===== config.mk =====
export PLATFORM = sky130hd
export DESIGN_NAME = forward_ctrl
export DESIGN_NICKNAME = d
export VERILOG_FILES = /design/src/rtl/fwd_pkg.sv /design/src/rtl/fwd_sel.sv /design/src/rtl/forward_ctrl.sv
export SDC_FILE = /design/constraint.sdc
export NUM_CORES = 1
export LEC_CHECK = 0
export CAP_MARGIN = 40
export CORE_MARGIN = 2
export CORE_UTILIZATION = 55
export CTS_CLUSTER_SIZE = 30
export DETAILED_ROUTE_END_ITERATION = 7
export GPL_ROUTABILITY_DRIVEN = 0
export PLACE_DENSITY = 0.82
export SYNTH_ARGS = -nofsm -noshare
export SYNTH_HDL_FRONTEND = slang
export SYNTH_SLANG_ARGS = --single-unit

===== constraint.sdc =====
create_clock -name clk -period 6.35 [get_ports clk]
set_clock_uncertainty 0.15 [all_clocks]
set_input_delay 1.27 -clock clk [delete_from_list [all_inputs] [get_ports clk]]
set_output_delay 1.27 -clock clk [all_outputs]
set_load 0.01 [all_outputs]

===== src/rtl/fwd_pkg.sv =====
// Shared operand-select codes and pipeline tracking records for the forwarding
// unit and the EX-stage operand muxes.
package fwd_pkg;

   localparam int unsigned IDX_W = 5;

   typedef logic [IDX_W-1:0] reg_idx_t;
   typedef logic [1:0]       fwd_sel_t;

   localparam fwd_sel_t FWD_RF    = 2'b00;
   localparam fwd_sel_t FWD_WB    = 2'b01;
   localparam fwd_sel_t FWD_EXMEM = 2'b10;

   typedef struct packed {
      logic     valid;
      reg_idx_t rs1;
      reg_idx_t rs2;
      logic     use_rs1;
      logic     use_rs2;
      reg_idx_t rd;
      logic     reg_write;
      logic     mem_read;
   } idex_t;

   typedef struct packed {
      logic     valid;
      reg_idx_t rd;
      logic     reg_write;
      logic     mem_read;
   } exmem_t;

   typedef struct packed {
      logic     valid;
      reg_idx_t rd;
      logic     reg_write;
   } memwb_t;

endpackage


===== src/rtl/fwd_sel.sv =====
// Operand-select for one EX-stage source: the youngest in-flight producer of the
// same non-zero register supplies the operand.
module fwd_sel
   import fwd_pkg::*;
(
   input  logic     i_ex_valid,
   input  logic     i_use,
   input  reg_idx_t i_src,
   input  logic     i_exm_valid,
   input  logic     i_exm_reg_write,
   input  reg_idx_t i_exm_rd,
   input  logic     i_mwb_valid,
   input  logic     i_mwb_reg_write,
   input  reg_idx_t i_mwb_rd,
   output fwd_sel_t o_sel
);

   logic w_hit_exm;
   logic w_hit_mwb;

   assign w_hit_exm = i_ex_valid & i_use & i_exm_valid & i_exm_reg_write &
                      (i_exm_rd != '0) & (i_exm_rd == i_src);
   assign w_hit_mwb = i_ex_valid & i_use & i_mwb_valid & i_mwb_reg_write &
                      (i_mwb_rd != '0) & (i_mwb_rd == i_src);

   always_comb begin
      o_sel = FWD_RF;
      if (w_hit_exm) begin
         o_sel = FWD_EXMEM;
      end else if (w_hit_mwb) begin
         o_sel = FWD_WB;
      end
   end

endmodule


===== src/rtl/forward_ctrl.sv =====
// Forwarding and load-use hazard control: tracks the EX, MEM and WB occupants
// and drives operand selects, a one-cycle load-use stall and a stall counter.
module forward_ctrl
   import fwd_pkg::*;
#(
   parameter int unsigned NUM_REGS = 32,
   parameter int unsigned CNT_W    = 32
) (
   input  logic                        clk,
   input  logic                        reset,
   input  logic                        id_valid,
   input  logic [$clog2(NUM_REGS)-1:0] id_rs1,
   input  logic [$clog2(NUM_REGS)-1:0] id_rs2,
   input  logic                        id_use_rs1,
   input  logic                        id_use_rs2,
   input  logic [$clog2(NUM_REGS)-1:0] id_rd,
   input  logic                        id_reg_write,
   input  logic                        id_mem_read,
   input  logic                        flush,
   output logic [1:0]                  fwd_a,
   output logic [1:0]                  fwd_b,
   output logic                        stall,
   output logic [CNT_W-1:0]            stall_count
);

   // Indices are widened to the package index width; NUM_REGS must not exceed 32.
   reg_idx_t w_rs1;
   reg_idx_t w_rs2;
   reg_idx_t w_rd;

   assign w_rs1 = IDX_W'(id_rs1);
   assign w_rs2 = IDX_W'(id_rs2);
   assign w_rd  = IDX_W'(id_rd);

   idex_t            r_idex;
   exmem_t           r_exmem;
   memwb_t           r_memwb;
   logic [CNT_W-1:0] r_cnt;
   idex_t            w_idex_d;
   logic             w_hazard;
   logic             w_stall;
   logic             w_unused_exm_ld;

   // Load data is only consumed via the WB path, so EX/MEM never needs mem_read.
   assign w_unused_exm_ld = r_exmem.mem_read;

   assign w_hazard = id_valid & r_idex.valid & r_idex.mem_read & (r_idex.rd != '0) &
                     ((id_use_rs1 & (w_rs1 == r_idex.rd)) |
                      (id_use_rs2 & (w_rs2 == r_idex.rd)));
   assign w_stall  = w_hazard & ~flush;

   always_comb begin
      w_idex_d = '0;
      if (id_valid & ~w_stall & ~flush) begin
         w_idex_d.valid     = 1'b1;
         w_idex_d.rs1       = w_rs1;
         w_idex_d.rs2       = w_rs2;
         w_idex_d.use_rs1   = id_use_rs1;
         w_idex_d.use_rs2   = id_use_rs2;
         w_idex_d.rd        = w_rd;
         w_idex_d.reg_write = id_reg_write;
         w_idex_d.mem_read  = id_mem_read;
      end
   end

   always_ff @(posedge clk or posedge reset) begin
      if (reset) begin
         r_idex  <= '0;
         r_exmem <= '0;
         r_memwb <= '0;
         r_cnt   <= '0;
      end else begin
         r_idex  <= w_idex_d;
         r_exmem <= '{valid: r_idex.valid, rd: r_idex.rd, reg_write: r_idex.reg_write,
                      mem_read: r_idex.mem_read};
         r_memwb <= '{valid: r_exmem.valid, rd: r_exmem.rd, reg_write: r_exmem.reg_write};
         if (w_stall && (r_cnt != '1)) begin
            r_cnt <= r_cnt + CNT_W'(1);
         end
      end
   end

   fwd_sel u_sel_a (
      .i_ex_valid      (r_idex.valid),
      .i_use           (r_idex.use_rs1),
      .i_src           (r_idex.rs1),
      .i_exm_valid     (r_exmem.valid),
      .i_exm_reg_write (r_exmem.reg_write),
      .i_exm_rd        (r_exmem.rd),
      .i_mwb_valid     (r_memwb.valid),
      .i_mwb_reg_write (r_memwb.reg_write),
      .i_mwb_rd        (r_memwb.rd),
      .o_sel           (fwd_a)
   );

   fwd_sel u_sel_b (
      .i_ex_valid      (r_idex.valid),
      .i_use           (r_idex.use_rs2),
      .i_src           (r_idex.rs2),
      .i_exm_valid     (r_exmem.valid),
      .i_exm_reg_write (r_exmem.reg_write),
      .i_exm_rd        (r_exmem.rd),
      .i_mwb_valid     (r_memwb.valid),
      .i_mwb_reg_write (r_memwb.reg_write),
      .i_mwb_rd        (r_memwb.rd),
      .o_sel           (fwd_b)
   );

   assign stall       = w_stall;
   assign stall_count = r_cnt;

endmodule


==> impl_results.html, run 1 <==
<table>
<tr><th>Metric</th><th>Value</th></tr>
<tr><th colspan="2">Worst setup path</th></tr>
<tr><td>Largest fanout on the critical path</td><td>3</td></tr>
<tr><td>Worst Reg-to-Reg Cells</td><td>7</td></tr>
<tr><td>CP Capture Type</td><td>output port</td></tr>
<tr><td>Startpoint type of the worst setup path</td><td>primary input</td></tr>
<tr><td>Critical path start-end classification</td><td>primary input to output port</td></tr>
<tr><td>Data required time at the worst endpoint</td><td>4930 ps</td></tr>
<tr><td>Worst Path Arrival</td><td>3190 ps</td></tr>
<tr><td>Setup crit start</td><td>id_rs1[4]</td></tr>
<tr><td>Launch instance of the worst register-to-register path</td><td>stall_count[0]$_DFFE_PP0P_</td></tr>
<tr><th colspan="2">Clock network</th></tr>
<tr><td>Clock latency reported for the late side of the worst-skew pair</td><td>340 ps</td></tr>
<tr><td>Reg clk slew, reported paths</td><td>70 ps</td></tr>
<tr><td>CTS H-tree depth</td><td>3</td></tr>
<tr><td>Clock root cell</td><td>clkbuf_8</td></tr>
<tr><td>Number of sinks driven by the clock tree</td><td>66</td></tr>
<tr><td>Max Buffers Root-to-Sink</td><td>2</td></tr>
<tr><td>Number of gates resized after CTS</td><td>0</td></tr>
<tr><td>Total clock buffers created by CTS</td><td>9</td></tr>
<tr><td>Hold_buf cts</td><td>0</td></tr>
<tr><td># Post-CTS Setup Buffers</td><td>0</td></tr>
<tr><td>TritonCTS clock tree</td><td>built</td></tr>
<tr><th colspan="2">STA</th></tr>
<tr><td>Final Slew Violations</td><td>0</td></tr>
<tr><td>RSZ-0062 raised after global routing</td><td>no</td></tr>
<tr><td>Final Hold Fails</td><td>0</td></tr>
<tr><td>Crit share post-route</td><td>0.727</td></tr>
<tr><td>Worst max-slew margin expressed relative to the limit</td><td>0.464</td></tr>
<tr><td>Total negative slack</td><td>0 ps</td></tr>
<tr><td>Hold slack</td><td>217 ps</td></tr>
<tr><td>F_max</td><td>0.217 GHz</td></tr>
<tr><td>Minimum period implied by the final worst setup slack</td><td>4610 ps</td></tr>
<tr><td>Worst-Margin Slew</td><td>804 ps</td></tr>
<tr><td>PnR worst setup slack</td><td>1740 ps</td></tr>
<tr><td>Final setup violation count</td><td>0</td></tr>
<tr><th colspan="2">GRT</th></tr>
<tr><td>Global-route wire length before repair</td><td>10200 um</td></tr>
<tr><td>Global routing met1 resource utilization</td><td>0.289</td></tr>
<tr><td>Largest net degree at the start of global routing</td><td>67</td></tr>
<tr><td>Grt total ovfl</td><td>0</td></tr>
<tr><td>Overall fraction of global-route tracks in use</td><td>0.224</td></tr>
<tr><td>Number of global-route vias before repair</td><td>2086</td></tr>
<tr><td>Met3 global-route usage</td><td>0.0793</td></tr>
<tr><td>GR met2 Demand/Resource</td><td>0.353</td></tr>
<tr><td>Gr busiest metal</td><td>met2</td></tr>
<tr><td>Initial antenna violation count</td><td>0</td></tr>
<tr><th colspan="2">Drt</th></tr>
<tr><td>Via density per instance</td><td>5.32</td></tr>
<tr><td>Antenna Nets Post-Route</td><td>0</td></tr>
<tr><td>Routed wirelength normalized by instance count</td><td>15.1 um</td></tr>
<tr><td>First-iteration detailed-routing DRC count</td><td>110</td></tr>
<tr><td>DRT Wirelength</td><td>6120 um</td></tr>
<tr><td>DRT Pass-1 Iters</td><td>4</td></tr>
<tr><td>Via count</td><td>2149</td></tr>
<tr><td># DRC</td><td>0</td></tr>
<tr><th colspan="2">Placement</th></tr>
<tr><td>Pre-CTS worst setup slack</td><td>1770 ps</td></tr>
<tr><td>Cell Area, Placed</td><td>3660 um^2</td></tr>
<tr><td>Placed cells</td><td>388</td></tr>
<tr><td>Number of buffers added on ports</td><td>59</td></tr>
<tr><td>Half-perimeter wire length after placement</td><td>4430 um</td></tr>
<tr><th colspan="2">Pwr</th></tr>
<tr><td>Switching share of power</td><td>0.231</td></tr>
<tr><td>Portion of total power attributed to combinational logic</td><td>0.059</td></tr>
<tr><td>Switching pwr</td><td>0.192 mW</td></tr>
<tr><td>Power Density</td><td>215 nW/um^2</td></tr>
<tr><td>Sequential share of power</td><td>0.527</td></tr>
<tr><td>Fraction of power consumed by the clock network</td><td>0.414</td></tr>
<tr><td>Design Power</td><td>0.830 mW</td></tr>
<tr><td>Design internal power</td><td>0.638 mW</td></tr>
<tr><td>Pleak</td><td>1.73 nW</td></tr>
<tr><td>IR Drop Worst-Case VDD</td><td>0.169 mV</td></tr>
<tr><th colspan="2">Yosys</th></tr>
<tr><td>Area share of and/or/nand/nor cells after synthesis</td><td>0.227</td></tr>
<tr><td>Number of distinct library cells after synthesis</td><td>31</td></tr>
<tr><td>Compound-Gate Fraction of Synth Area</td><td>0.0157</td></tr>
<tr><td>Post-Synth XOR/XNOR Area</td><td>0.177</td></tr>
<tr><td>Flop and latch count out of synthesis</td><td>66</td></tr>
<tr><td>Proportion of register bits with asynchronous set or reset after synthesis</td><td>1.00</td></tr>
<tr><td>Synth Flop Type</td><td>dfrtp_1</td></tr>
<tr><td>Portion of netlist area occupied by mux cells</td><td>0.00372</td></tr>
<tr><td>Adder and majority cell fraction of the synthesized area</td><td>0.00414</td></tr>
<tr><td>Main combinational cell family by area after synthesis</td><td>simple AND/OR/NAND/NOR gates</td></tr>
<tr><td>Post-synthesis instance total</td><td>262</td></tr>
<tr><td>Fraction of the yosys area taken by sequential cells</td><td>0.546</td></tr>
<tr><td>Number of enable flip-flop cells after synthesis</td><td>0</td></tr>
<tr><td>Mapped cell area</td><td>3030 um^2</td></tr>
<tr><td>Total number of yosys warnings</td><td>0</td></tr>
<tr><td>Synth Net Count</td><td>286</td></tr>
<tr><td>Synthesized area divided by synthesized cell count</td><td>11.5 um^2</td></tr>
<tr><th colspan="2">Min path</th></tr>
<tr><td>HP Start</td><td>r_idex[1]$_DFF_PP0_</td></tr>
<tr><td>Class of the tightest hold or removal check</td><td>flop to flop</td></tr>
<tr><td>Hold depth</td><td>0</td></tr>
<tr><th colspan="2">Floorplan</th></tr>
<tr><td>DIE WIDTH</td><td>78.2 um</td></tr>
<tr><td>Chip Height</td><td>78.2 um</td></tr>
<tr><td>Initial Util</td><td>0.560</td></tr>
<tr><td>Total die area</td><td>6110 um^2</td></tr>
<tr><td>Placeable core region</td><td>5410 um^2</td></tr>
<tr><td>Standard-cell rows</td><td>27</td></tr>
<tr><td>Ports placed on the boundary</td><td>60</td></tr>
<tr><th colspan="2">Final layout</th></tr>
<tr><td>Area growth from synthesis to layout</td><td>27.4%</td></tr>
<tr><td>Most used cells in the layout excluding fill and tap cells</td><td>dfrtp_1 (66), clkdlybuf4s50_1 (59), xnor2_1 (33)</td></tr>
<tr><td>Number of antenna cells inserted</td><td>0</td></tr>
<tr><td>Layout Cell Area excl Fill</td><td>3850 um^2</td></tr>
<tr><td>Post-layout utilization of the core</td><td>0.713</td></tr>
<tr><td>Non-filler cells, final</td><td>404</td></tr>
<tr><td>Total Nets Final</td><td>351</td></tr>
<tr><td>Most common library cell in the layout ignoring fill and taps</td><td>dfrtp_1</td></tr>
<tr><td>Share of layout cells above drive strength 1</td><td>0.0934</td></tr>
<tr><th colspan="2">Run</th></tr>
<tr><td>Max_cap viols</td><td>0</td></tr>
<tr><th colspan="2">Run status</th></tr>
<tr><td>Run status</td><td>completed</td></tr>
</table>
-- power groups by stage --
stage          clock, mW  combinational, mW  sequential [mW]
3_5_place_dp           0             0.0493            0.446
2_1_floorplan          0             0.0293            0.443
3_3_place_gp           0             0.0483            0.445
5_1_grt            0.373             0.0543            0.439
6_report           0.344             0.0486            0.438
4_1_cts            0.350             0.0495            0.438
-- Yosys cell counts (all sizes together) (2+ instances only) --
master,instances,area [um^2]
buf,7,61.3
dfrtp,66,1650
and2,19,119
and3,4,25.0
nor2,14,52.6
nor2b,3,26.3
xor2,28,245
and4,4,37.5
nand4,13,81.3
inv,5,18.8
nor4b,3,45.0
nor4,4,25.0
o211ai,2,15.0
nand3,13,80.1
xnor2,33,289
nor3,16,85.1
or4,4,30.0
nand2,17,63.8
-- worst paths after layout --
path	end	slack, ps
setup / recovery	stall	1740
hold / removal	r_exmem[1]$_DFF_PP0_	220
setup reg to reg	stall_count[20]$_DFFE_PP0P_	3980
hold reg to reg	r_exmem[1]$_DFF_PP0_	220
max in group asynchronous	r_idex[9]$_DFF_PP0_	4190
min in group asynchronous	stall_count[3]$_DFFE_PP0P_	1310
-- sequential cells by signal, summed over array words and instances, names as in the netlist --
signal / count
r_idex: 20
stall_count: 32
r_memwb: 7
r_exmem: 7
-- final cells by class --
| class | instances | area, um^2 |
|---|---|---|
| fill | 402 | 1550 |
| timing repair buffer | 61 | 606 |
| clock buffer | 10 | 128 |
| tap | 72 | 90.1 |
| inverter | 5 | 18.8 |
| clock inverter | 6 | 67.6 |
| multi-input combinational | 184 | 1290 |
| sequential | 66 | 1650 |
-- kinds of logic after synthesis --
family                   after synthesis
AO/OA/AOI/OAI                          5
buffers and inverters                 12
adder cells (fa/ha/maj)                1
flip-flops                            66
multiplexers                           1
AND/OR/NAND/NOR                      116
XOR/XNOR                              61
-- per-layer routing --
metal,share of wire,vias to the layer above
li1,-,1019
met1,0.45,1060
met2,0.49,61
met3,0.043,9
met4,0.012,0
met5,0,-
-- critical path, stage by stage --
cell and delay, ps:
clkdlybuf4s50_1 500, xnor2_1 130, nand4_1 150, o22ai_2 280, nor2b_1 280, clkdlybuf4s50_1 580
No activity file was read; power rests on OpenSTA's default activity.
==> run 2: changes to the inputs <==
Settings changed: CORE_UTILIZATION 55 to 46, PLACE_DENSITY 0.82 to 0.73.
Clock period 6.35 ns to 3.9 ns, I/O delays scaled along.
==> run 2 against run 1 <==
Net effect: via count shrank 1.1%; power rose by 66%; critical path depth is the same; global-route usage down 3.0 points; final cell count grew 1.7%; clock power is 69% higher; non-clock buffer count is 2 higher; wire length rose by 2.5%; largest cell class unchanged.
==> impl_results.html, run 2 (synthesis gave the netlist of run 1 again) <==
<table>
<tr><th>Metric</th><th>Value</th></tr>
<tr><th colspan="2">Run status</th></tr>
<tr><td>Run status</td><td>completed (unchanged)</td></tr>
<tr><th colspan="2">Placement</th></tr>
<tr><td>Half-perimeter wire length after placement</td><td>4590 um (was 4430 um)</td></tr>
<tr><td>Cell Area, Placed</td><td>3690 um^2 (was 3660 um^2)</td></tr>
<tr><td>Number of buffers added on ports</td><td>59 (unchanged)</td></tr>
<tr><th colspan="2">Final layout</th></tr>
<tr><td>Number of antenna cells inserted</td><td>0 (unchanged)</td></tr>
<tr><td>Post-layout utilization of the core</td><td>0.613 (was 0.713)</td></tr>
<tr><td>Largest register FFs</td><td>32 (unchanged)</td></tr>
<tr><td>Area growth from synthesis to layout</td><td>28.7% (was 27.4%)</td></tr>
<tr><td>Share of layout cells above drive strength 1</td><td>0.102 (was 0.0934)</td></tr>
<tr><td>Most common library cell in the layout ignoring fill and taps</td><td>dfrtp_1 (unchanged)</td></tr>
<tr><td>Layout Cell Area excl Fill</td><td>3890 um^2 (was 3850 um^2)</td></tr>
<tr><td>Most used cells in the layout excluding fill and tap cells</td><td>dfrtp_1 (66), clkdlybuf4s50_1 (59), xnor2_1 (33) (unchanged)</td></tr>
<tr><td>Total Nets Final</td><td>353 (was 351)</td></tr>
<tr><th colspan="2">Drt</th></tr>
<tr><td>Via count</td><td>2125 (was 2149)</td></tr>
<tr><td>DRT Wirelength</td><td>6270 um (was 6120 um)</td></tr>
<tr><td>First-iteration detailed-routing DRC count</td><td>126 (was 110)</td></tr>
<tr><td>Routed wirelength normalized by instance count</td><td>15.3 um (was 15.1 um)</td></tr>
<tr><td>Antenna Nets Post-Route</td><td>0 (unchanged)</td></tr>
<tr><td># DRC</td><td>0 (unchanged)</td></tr>
<tr><td>DRT Pass-1 Iters</td><td>4 (unchanged)</td></tr>
<tr><td>Via density per instance</td><td>5.17 (was 5.32)</td></tr>
<tr><th colspan="2">STA</th></tr>
<tr><td>F_max</td><td>0.282 GHz</td></tr>
<tr><td>Worst max-slew margin expressed relative to the limit</td><td>0.686 (was 0.464)</td></tr>
<tr><td>Crit share post-route</td><td>0.909</td></tr>
<tr><td>Total negative slack</td><td>0 ps (unchanged)</td></tr>
<tr><td>RSZ-0062 raised after global routing</td><td>no (unchanged)</td></tr>
<tr><td>Final setup violation count</td><td>0 (unchanged)</td></tr>
<tr><td>Final Hold Fails</td><td>0 (unchanged)</td></tr>
<tr><td>Worst-Margin Slew</td><td>469 ps (was 804 ps)</td></tr>
<tr><td>Minimum period implied by the final worst setup slack</td><td>3540 ps</td></tr>
<tr><td>Final Slew Violations</td><td>0 (unchanged)</td></tr>
<tr><th colspan="2">Floorplan</th></tr>
<tr><td>Total die area</td><td>7240 um^2 (was 6110 um^2)</td></tr>
<tr><td>DIE WIDTH</td><td>85.1 um (was 78.2 um)</td></tr>
<tr><td>Initial Util</td><td>0.476 (was 0.560)</td></tr>
<tr><td>Placeable core region</td><td>6350 um^2 (was 5410 um^2)</td></tr>
<tr><td>Chip Height</td><td>85.1 um (was 78.2 um)</td></tr>
<tr><td>Standard-cell rows</td><td>29 (was 27)</td></tr>
<tr><td>Ports placed on the boundary</td><td>60 (unchanged)</td></tr>
<tr><th colspan="2">GRT</th></tr>
<tr><td>Overall fraction of global-route tracks in use</td><td>0.193 (was 0.224)</td></tr>
<tr><td>Grt total ovfl</td><td>0 (unchanged)</td></tr>
<tr><td>Number of global-route vias before repair</td><td>2228 (was 2086)</td></tr>
<tr><td>Largest net degree at the start of global routing</td><td>31 (was 67)</td></tr>
<tr><td>Global-route wire length before repair</td><td>10800 um (was 10200 um)</td></tr>
<tr><td>Initial antenna violation count</td><td>0 (unchanged)</td></tr>
<tr><th colspan="2">Clock network</th></tr>
<tr><td>Hold_buf cts</td><td>0 (unchanged)</td></tr>
<tr><td>Total clock buffers created by CTS</td><td>9 (unchanged)</td></tr>
<tr><td>Number of gates resized after CTS</td><td>0 (unchanged)</td></tr>
<tr><td>CTS H-tree depth</td><td>3 (unchanged)</td></tr>
<tr><td>TritonCTS clock tree</td><td>built (unchanged)</td></tr>
<tr><td>Clock root cell</td><td>clkbuf_8 (unchanged)</td></tr>
<tr><td>Clock latency reported for the late side of the worst-skew pair</td><td>340 ps (about the same)</td></tr>
<tr><td>Number of sinks driven by the clock tree</td><td>66 (unchanged)</td></tr>
<tr><td>Max Buffers Root-to-Sink</td><td>2 (unchanged)</td></tr>
<tr><td>Reg clk slew, reported paths</td><td>80 ps (was 70 ps)</td></tr>
<tr><td># Post-CTS Setup Buffers</td><td>0 (unchanged)</td></tr>
<tr><th colspan="2">Worst setup path</th></tr>
<tr><td>Launch instance of the worst register-to-register path</td><td>stall_count[0]$_DFFE_PP0P_ (unchanged)</td></tr>
<tr><td>Critical path start-end classification</td><td>primary input to output port (unchanged)</td></tr>
<tr><td>CP Capture Type</td><td>output port (unchanged)</td></tr>
<tr><td>Worst Reg-to-Reg Cells</td><td>7 (unchanged)</td></tr>
<tr><td>Crit-path slowest cell</td><td>clkdlybuf4s50_1 (unchanged)</td></tr>
<tr><td>Data required time at the worst endpoint</td><td>2970 ps (was 4930 ps)</td></tr>
<tr><td>Reg2reg end</td><td>stall_count[20]$_DFFE_PP0P_ (unchanged)</td></tr>
<tr><td>Delay contributed by the slowest stage of the critical path</td><td>570 ps (was 580 ps)</td></tr>
<tr><td>Register-to-Register Setup Slack</td><td>1510 ps (was 3980 ps)</td></tr>
<tr><td>Worst Path Arrival</td><td>2610 ps (was 3190 ps)</td></tr>
<tr><td>Startpoint type of the worst setup path</td><td>primary input (unchanged)</td></tr>
<tr><td>Largest fanout on the critical path</td><td>3 (unchanged)</td></tr>
<tr><td>Top cell by count, worst path</td><td>clkdlybuf4s50_1 (unchanged)</td></tr>
<tr><td>Ordered list of cells on the worst path</td><td>clkdlybuf4s50_1, xnor2_1, nand4_1, o22ai_2, nor2b_1, clkdlybuf4s50_1 (unchanged)</td></tr>
<tr><th colspan="2">Min path</th></tr>
<tr><td>Hold depth</td><td>0 (unchanged)</td></tr>
<tr><td>Class of the tightest hold or removal check</td><td>flop to flop (unchanged)</td></tr>
<tr><td>Worst hold endpoint</td><td>r_exmem[1]$_DFF_PP0_ (unchanged)</td></tr>
<tr><td>HP Start</td><td>r_idex[1]$_DFF_PP0_ (unchanged)</td></tr>
<tr><th colspan="2">Run</th></tr>
<tr><td>Max_cap viols</td><td>0 (unchanged)</td></tr>
<tr><th colspan="2">Pwr</th></tr>
<tr><td>Pleak</td><td>1.75 nW (was 1.73 nW)</td></tr>
<tr><td>IR Drop Worst-Case VDD</td><td>0.219 mV (was 0.169 mV)</td></tr>
<tr><td>Power Density</td><td>354 nW/um^2 (was 215 nW/um^2)</td></tr>
</table>
-- run 2: cell count changes in the layout (fill, tap and decap cells not counted), sizes merged --
cell,change
buf,+2
clkbuf,-1
clkinv,-1
inv,+2
-- run 2: through the flow --
stage | cells | setup WS (ps) | hold slack [ps] | total power [mW]
floorplan | 262 | 1320 | 181 | 0.769
global placement | 394 | 355 | 185 | 0.807
detailed placement | 395 | 325 | 187 | 0.811
CTS | 411 | 327 | 205 | 1.39
global route | 411 | 264 | 217 | 1.43
finish | 411 | 356 | 204 | 1.38
-- run 2: worst max-delay path by stage --
stage                     cells past startpoint       from  slack [ps]                    to
after global placement                        6  id_rs1[4]         360                 stall
after global routing                          6  id_rs1[2]         260                 stall
after floorplan                               1      reset        1320  r_exmem[1]$_DFF_PP0_
after CTS                                     6  id_rs1[0]         330                 stall
final                                         6  id_rs1[0]         360                 stall
after detailed placement                      6  id_rs1[0]         330                 stall
-- run 2: area by class of cell --
cell class,count,area [um^2]
clock buffers,9,124
clock inverters,7,76.3
fillers,522,2460
inverters,5,18.8
multi-input cells,184,1290
flip-flops and latches,66,1650
well taps,77,96.3
repair buffers,63,633
-- run 2: layer usage --
metal  vias to the layer above  track usage  wire (um)
li1                       1023            -          -
met1                      1040        0.257       2930
met2                        48        0.295       2920
met3                        14       0.0623        295
met4                         0       0.0779        136
met5                         -            0          0
-- run 2: power breakdown --
group	leakage [nW]	internal, mW	total, mW	switching, mW
logic	0.768	0.0476	0.0834	0.0358
registers	0.887	0.698	0.712	0.0142
clock network	0.0962	0.299	0.583	0.284
total	1.75	1.04	1.38	0.334
-- run 2: critical path, delay by kind of cell --
| family | cells | cell delay [ps] |
|---|---|---|
| AOI/OAI and AO/OA | 1 | 260 |
| xor gates and xnor gates | 1 | 120 |
| buffers and inverters | 2 | 1070 |
| and+or+nand+nor | 2 | 380 |
==> RTL edit 1 (settings of run 2) <==
The parameter `CNT_W` goes from 32 to 16.
--- a/src/rtl/forward_ctrl.sv
+++ b/src/rtl/forward_ctrl.sv
@@ -4,7 +4,7 @@
    import fwd_pkg::*;
 #(
    parameter int unsigned NUM_REGS = 32,
-   parameter int unsigned CNT_W    = 32
+   parameter int unsigned CNT_W    = 16
 ) (
    input  logic                        clk,
    input  logic                        reset,
Ports: changed (resized stall_count); port bits go from 60 to 44. No check against the original RTL was run, so the function may have changed too.
==> RTL edit 1 against run 2 <==
- wire length is 33% lower
- worst hold slack improved by 6.1 ps
- area after synthesis shrank 25%
- final area down 27%
- count of clock-buffer cells in the layout fell by 2
- sequential power is 23% lower
- global-route usage decreased by 1.8 points
- sequential cell count fell by 16
- utilization down 0.82 points
- setup slack better by 120 ps
- clock power shrank 48%
- highest routed layer unchanged
- critical path depth is the same
- largest power group unchanged
- total power fell by 33%
==> RTL edit 1: results (changes against run 2) <==
----------------------------------------------------
[Outcome]
  Outcome ... finished clean (unchanged)

[Final layout]
  Fin nets ... 264 (was 353)
  Fraction of layout instances using a drive strength above 1 ... 6.639% (was 10.18%)
  Relative area of clock buffers and inverters in the final design ... 3.196% (was 5.141%)
  Total area of multi-input combinational cells ... 962.2 µm² (was 1294 µm²)
  Final-layout non-clock buffer area share ... 16.02% (was 16.26%)
  Flip-flop count of the largest register after layout ... 20 (was 32)

[Placed design]
  Half-perimeter wire length after placement ... 3.239 mm (was 4.587 mm)

[Logic synthesis]
  Adder and majority cell fraction of the synthesized area ... 0.5537% (was 0.4136%)
  Mux contribution to synthesized area ... 0.4983% (was 0.3722%)
  Post-synthesis sequential area ratio ... 55.37% (was 54.59%)
  Average cell area after synthesis ... 11.71 µm² (was 11.55 µm²)

[Power and ir drop]
  Power dissipated in the clock network ... 0.303 mW (was 0.583 mW)
  Logic gate share of total power ... 8.6% (was 6.1%)
  Largest voltage drop on the vdd net ... 0.2267 mV (was 0.2188 mV)
  Cell leakage power ... 1.210 nW (was 1.752 nW)

[Drt]
  Detailed-route vias per instance ... 4.964 (was 5.170)
  Wire per inst ... 13.66 µm (was 15.27 µm)

[Worst setup path]
  Startpoint of the most critical setup path ... id_valid (was id_rs1[0])
  End of the worst register-to-register path ... r_idex[16] (was stall_count[20])
  Arr. time, crit path ... 2500 ps (was 2610 ps)
  Largest stage delay, worst path ... 530 ps (was 570 ps)

[GRT]
  Met3 capacity usage during global routing ... 3.388% (was 6.226%)
  Wire length of the first global-routing pass ... 7.196 mm (was 10.83 mm)

[Timing]
  Worst slew margin relative to its limit ... 55.79% (was 68.63%)

[CTS]
  # H-tree levels ... 2 (was 3)
  TritonCTS buffer count ... 5 (was 9)
  Clock latency at the later pin of the worst-skew pair ... 300 ps (was 340 ps)

----------------------------------------------------
## RTL edit 1: per-stage QoR
step / setup slack (ps) / util (%) / power [mW] / hold WS [ps] / cell area, µm²
4_1_cts: 460.7 / 60.50 / 0.9392 / 215.2 / 2858
2_1_floorplan: 1216 / - / 0.6005 / 181.2 / 2260
5_1_grt: 359.6 / 60.50 / 0.9673 / 223.2 / 2858
6_report: 472.9 / 60.50 / 0.9299 / 209.7 / 2858
3_5_place_dp: 458.4 / 58.57 / 0.6396 / 195.7 / 2766
3_3_place_gp: 471.0 / 58.15 / 0.6357 / 183.5 / 2746
## RTL edit 1: worst max-delay path, delay by kind of cell
family                 cells  cell delay (ps)
buffers and inverters      3             1090
AO/OA/AOI/OAI              1              220
AND/OR/NAND/NOR            2              400
## RTL edit 1: metal layers
metal  routed length (µm)  vias to the layer above
met5                    0                        -
li1                     -                      761
met3                  158                        8
met2                 2017                       36
met4                   83                        0
met1                 1948                      724
==> RTL edit 2 (settings of run 2) <==
Without the edit above. Register the output `stall_count` once more, without a reset; this adds one clock of latency there. The other outputs are not delayed to match.
--- a/src/rtl/forward_ctrl.sv
+++ b/src/rtl/forward_ctrl.sv
@@ -107,7 +107,9 @@
    );
 
    assign stall       = w_stall;
-   assign stall_count = r_cnt;
+   always_ff @(posedge clk) begin
+      stall_count <= r_cnt;
+   end
 
 endmodule
 
Behaviour: not the same (a bounded check fails within 4 cycles, from zero or initial values and one cycle with reset high).
==> RTL edit 2 against run 2 <==
- area after synthesis grew 21%
- setup slack lost 110 ps
- wire length grew 18%
- sequential cell count grew 32
- total power grew 38%
- final cell count grew 16%
- largest power group unchanged
- final area grew 19%
- non-clock buffer count shrank 1
- count of clock-buffer cells in the layout grew 3
==> RTL edit 2: results (changes against run 2) <==
----------------------------------------------------
[Final layout]
  Sequential cell area ... 2292 µm² (was 1652 µm²)
  Seq Cell Count ... 98 (was 66)
  Signal inverters ... 7 (was 5)
  Relative area of clock buffers and inverters in the final design ... 5.491% (was 5.141%)
  Buffers excl. clock ... 62 (was 63)
  Total number of multi-input combinational cells ... 190 (was 184)
  Final standard cell count with taps included and fillers excluded ... 475 (was 411)
  P&R area growth vs syn ... 26.09% (was 28.70%)
  Share of the final layout cell area in multi-input gates ... 28.37% (was 33.23%)
  Fin nets ... 392 (was 353)
  Clock tree buffer count of the final layout ... 12 (was 9)
  Fill cell instance count of the final layout ... 617 (was 522)
  Fraction of layout instances using a drive strength above 1 ... 7.775% (was 10.18%)

[Placed design]
  Cell area after placement ... 4372 µm² (was 3694 µm²)
  Port Buf Inserts ... 59 (unchanged)
  Half-perimeter wire length after placement ... 5.189 mm (was 4.587 mm)
  Post-placement cell count ... 459 (was 395)

[Logic synthesis]
  Top cells by area, synth ... sky130_fd_sc_hd__dfrtp_1 (45%), sky130_fd_sc_hd__dfxtp_1 (17%), sky130_fd_sc_hd__xnor2_1 (7.4%) (was sky130_fd_sc_hd__dfrtp_1 (55%), sky130_fd_sc_hd__xnor2_1 (9.6%), sky130_fd_sc_hd__xor2_1 (8.1%))
  Cell area after synthesis ... 3669 µm² (was 3025 µm²)
  Compound-Gate Fraction of Synth Area ... 1.808% (was 1.572%)
  Post-synthesis sequential area ratio ... 62.48% (was 54.59%)
  Syn_nets ... 324 (was 286)
  Adder and majority cell fraction of the synthesized area ... 0.3411% (was 0.4136%)
  Gate count after technology mapping ... 300 (was 262)
  Mux contribution to synthesized area ... 0.6139% (was 0.3722%)
  Xor and xnor fraction of the mapped netlist area ... 14.32% (was 17.66%)
  Netlist cell types ... 34 (was 31)
  Post-synthesis async set-or-reset flop share ... 67.35% (was 100.0%)
  Top cell types by occurrence after synthesis ... sky130_fd_sc_hd__dfrtp_1 (66), sky130_fd_sc_hd__dfxtp_1 (32), sky130_fd_sc_hd__xnor2_1 (31) (was sky130_fd_sc_hd__dfrtp_1 (66), sky130_fd_sc_hd__xnor2_1 (33), sky130_fd_sc_hd__xor2_1 (28))

[Power and ir drop]
  Cell-internal power ... 1.535 mW (was 1.045 mW)
  Cell leakage power ... 2.088 nW (was 1.752 nW)
  Largest voltage drop on the vdd net ... 0.2296 mV (was 0.2188 mV)

[Drt]
  Wire per inst ... 15.53 µm (was 15.27 µm)
  Detailed-route vias per instance ... 5.038 (was 5.170)
  Violation count after the first detailed-routing iteration ... 105 (was 126)

[Worst setup path]
  Max Fanout on Critical Path ... 4 (was 3)
  Largest stage delay, worst path ... 540 ps (was 570 ps)

[GRT]
  Wire length of the first global-routing pass ... 12.27 mm (was 10.83 mm)
  Vias in the first global route ... 2,432 (was 2,228)
  Aggregate global-route resource usage ... 18.57% (was 19.35%)

[Outcome]
  Outcome ... finished clean (unchanged)

[Timing]
  Transition at the pin with the smallest max-transition slack ... 667.2 ps (was 468.8 ps)

----------------------------------------------------
==> RTL edit 2: changes by cell type after synthesis, sizes merged, moves of 3 or more <==
cell	change
dfxtp	+32
nor2	+9
nand4	+5
and4	-4
buf	-4
and3	-3
nor2b	-3
nor4b	-3
==> RTL edit 2: worst paths after layout <==
path | to | cells past startpoint | start | slack, ps
worst max-delay path | stall | 7 | id_rs2[3] | 250
worst min-delay path | r_exmem[1] | 0 | r_idex[1] | 210
worst max register to register | r_cnt[1] | 5 | r_cnt[12] | 1440
max in group asynchronous | r_cnt[15] | 3 | reset | 2080
min in group asynchronous | r_cnt[30] | 2 | reset | 600
worst min register to register | r_exmem[1] | 0 | r_idex[1] | 210
==> RTL edit 2: power by group through the flow <==
stage	clock network (mW)	logic, mW	registers [mW]
6_report	0.784	0.0823	1.04
2_1_floorplan	0	0.0457	1.06
3_5_place_dp	0	0.0837	1.06
3_3_place_gp	0	0.0823	1.06
5_1_grt	0.852	0.0924	1.04
4_1_cts	0.806	0.0844	1.04
==> RTL edit 2: worst max-delay path: cells and delay by family <==
| family | cells | cell delay, ps |
|---|---|---|
| XOR/XNOR | 1 | 140 |
| AO/OA/AOI/OAI | 1 | 300 |
| buffers and inverters | 3 | 1160 |
| AND/OR/NAND/NOR | 2 | 340 |
==> RTL edit 2: per-stage QoR <==
step	hold WS (ps)	setup slack, ps
after floorplan	181.2	1315
after global placement	186.9	311.9
after detailed placement	186.3	257.3
after CTS	215.5	248.2
after global routing	226.8	147.6
final	212.2	246.4
==> RTL edit 2: layer usage <==
layer  GRT usage, %  vias to the layer above  share of wire [%]
li1               -                     1143                  -
met1          25.24                     1185                 46
met2          29.38                       54                 49
met3          3.948                       11                3.5
met4          7.108                        0                1.3
met5              0                        -                  0
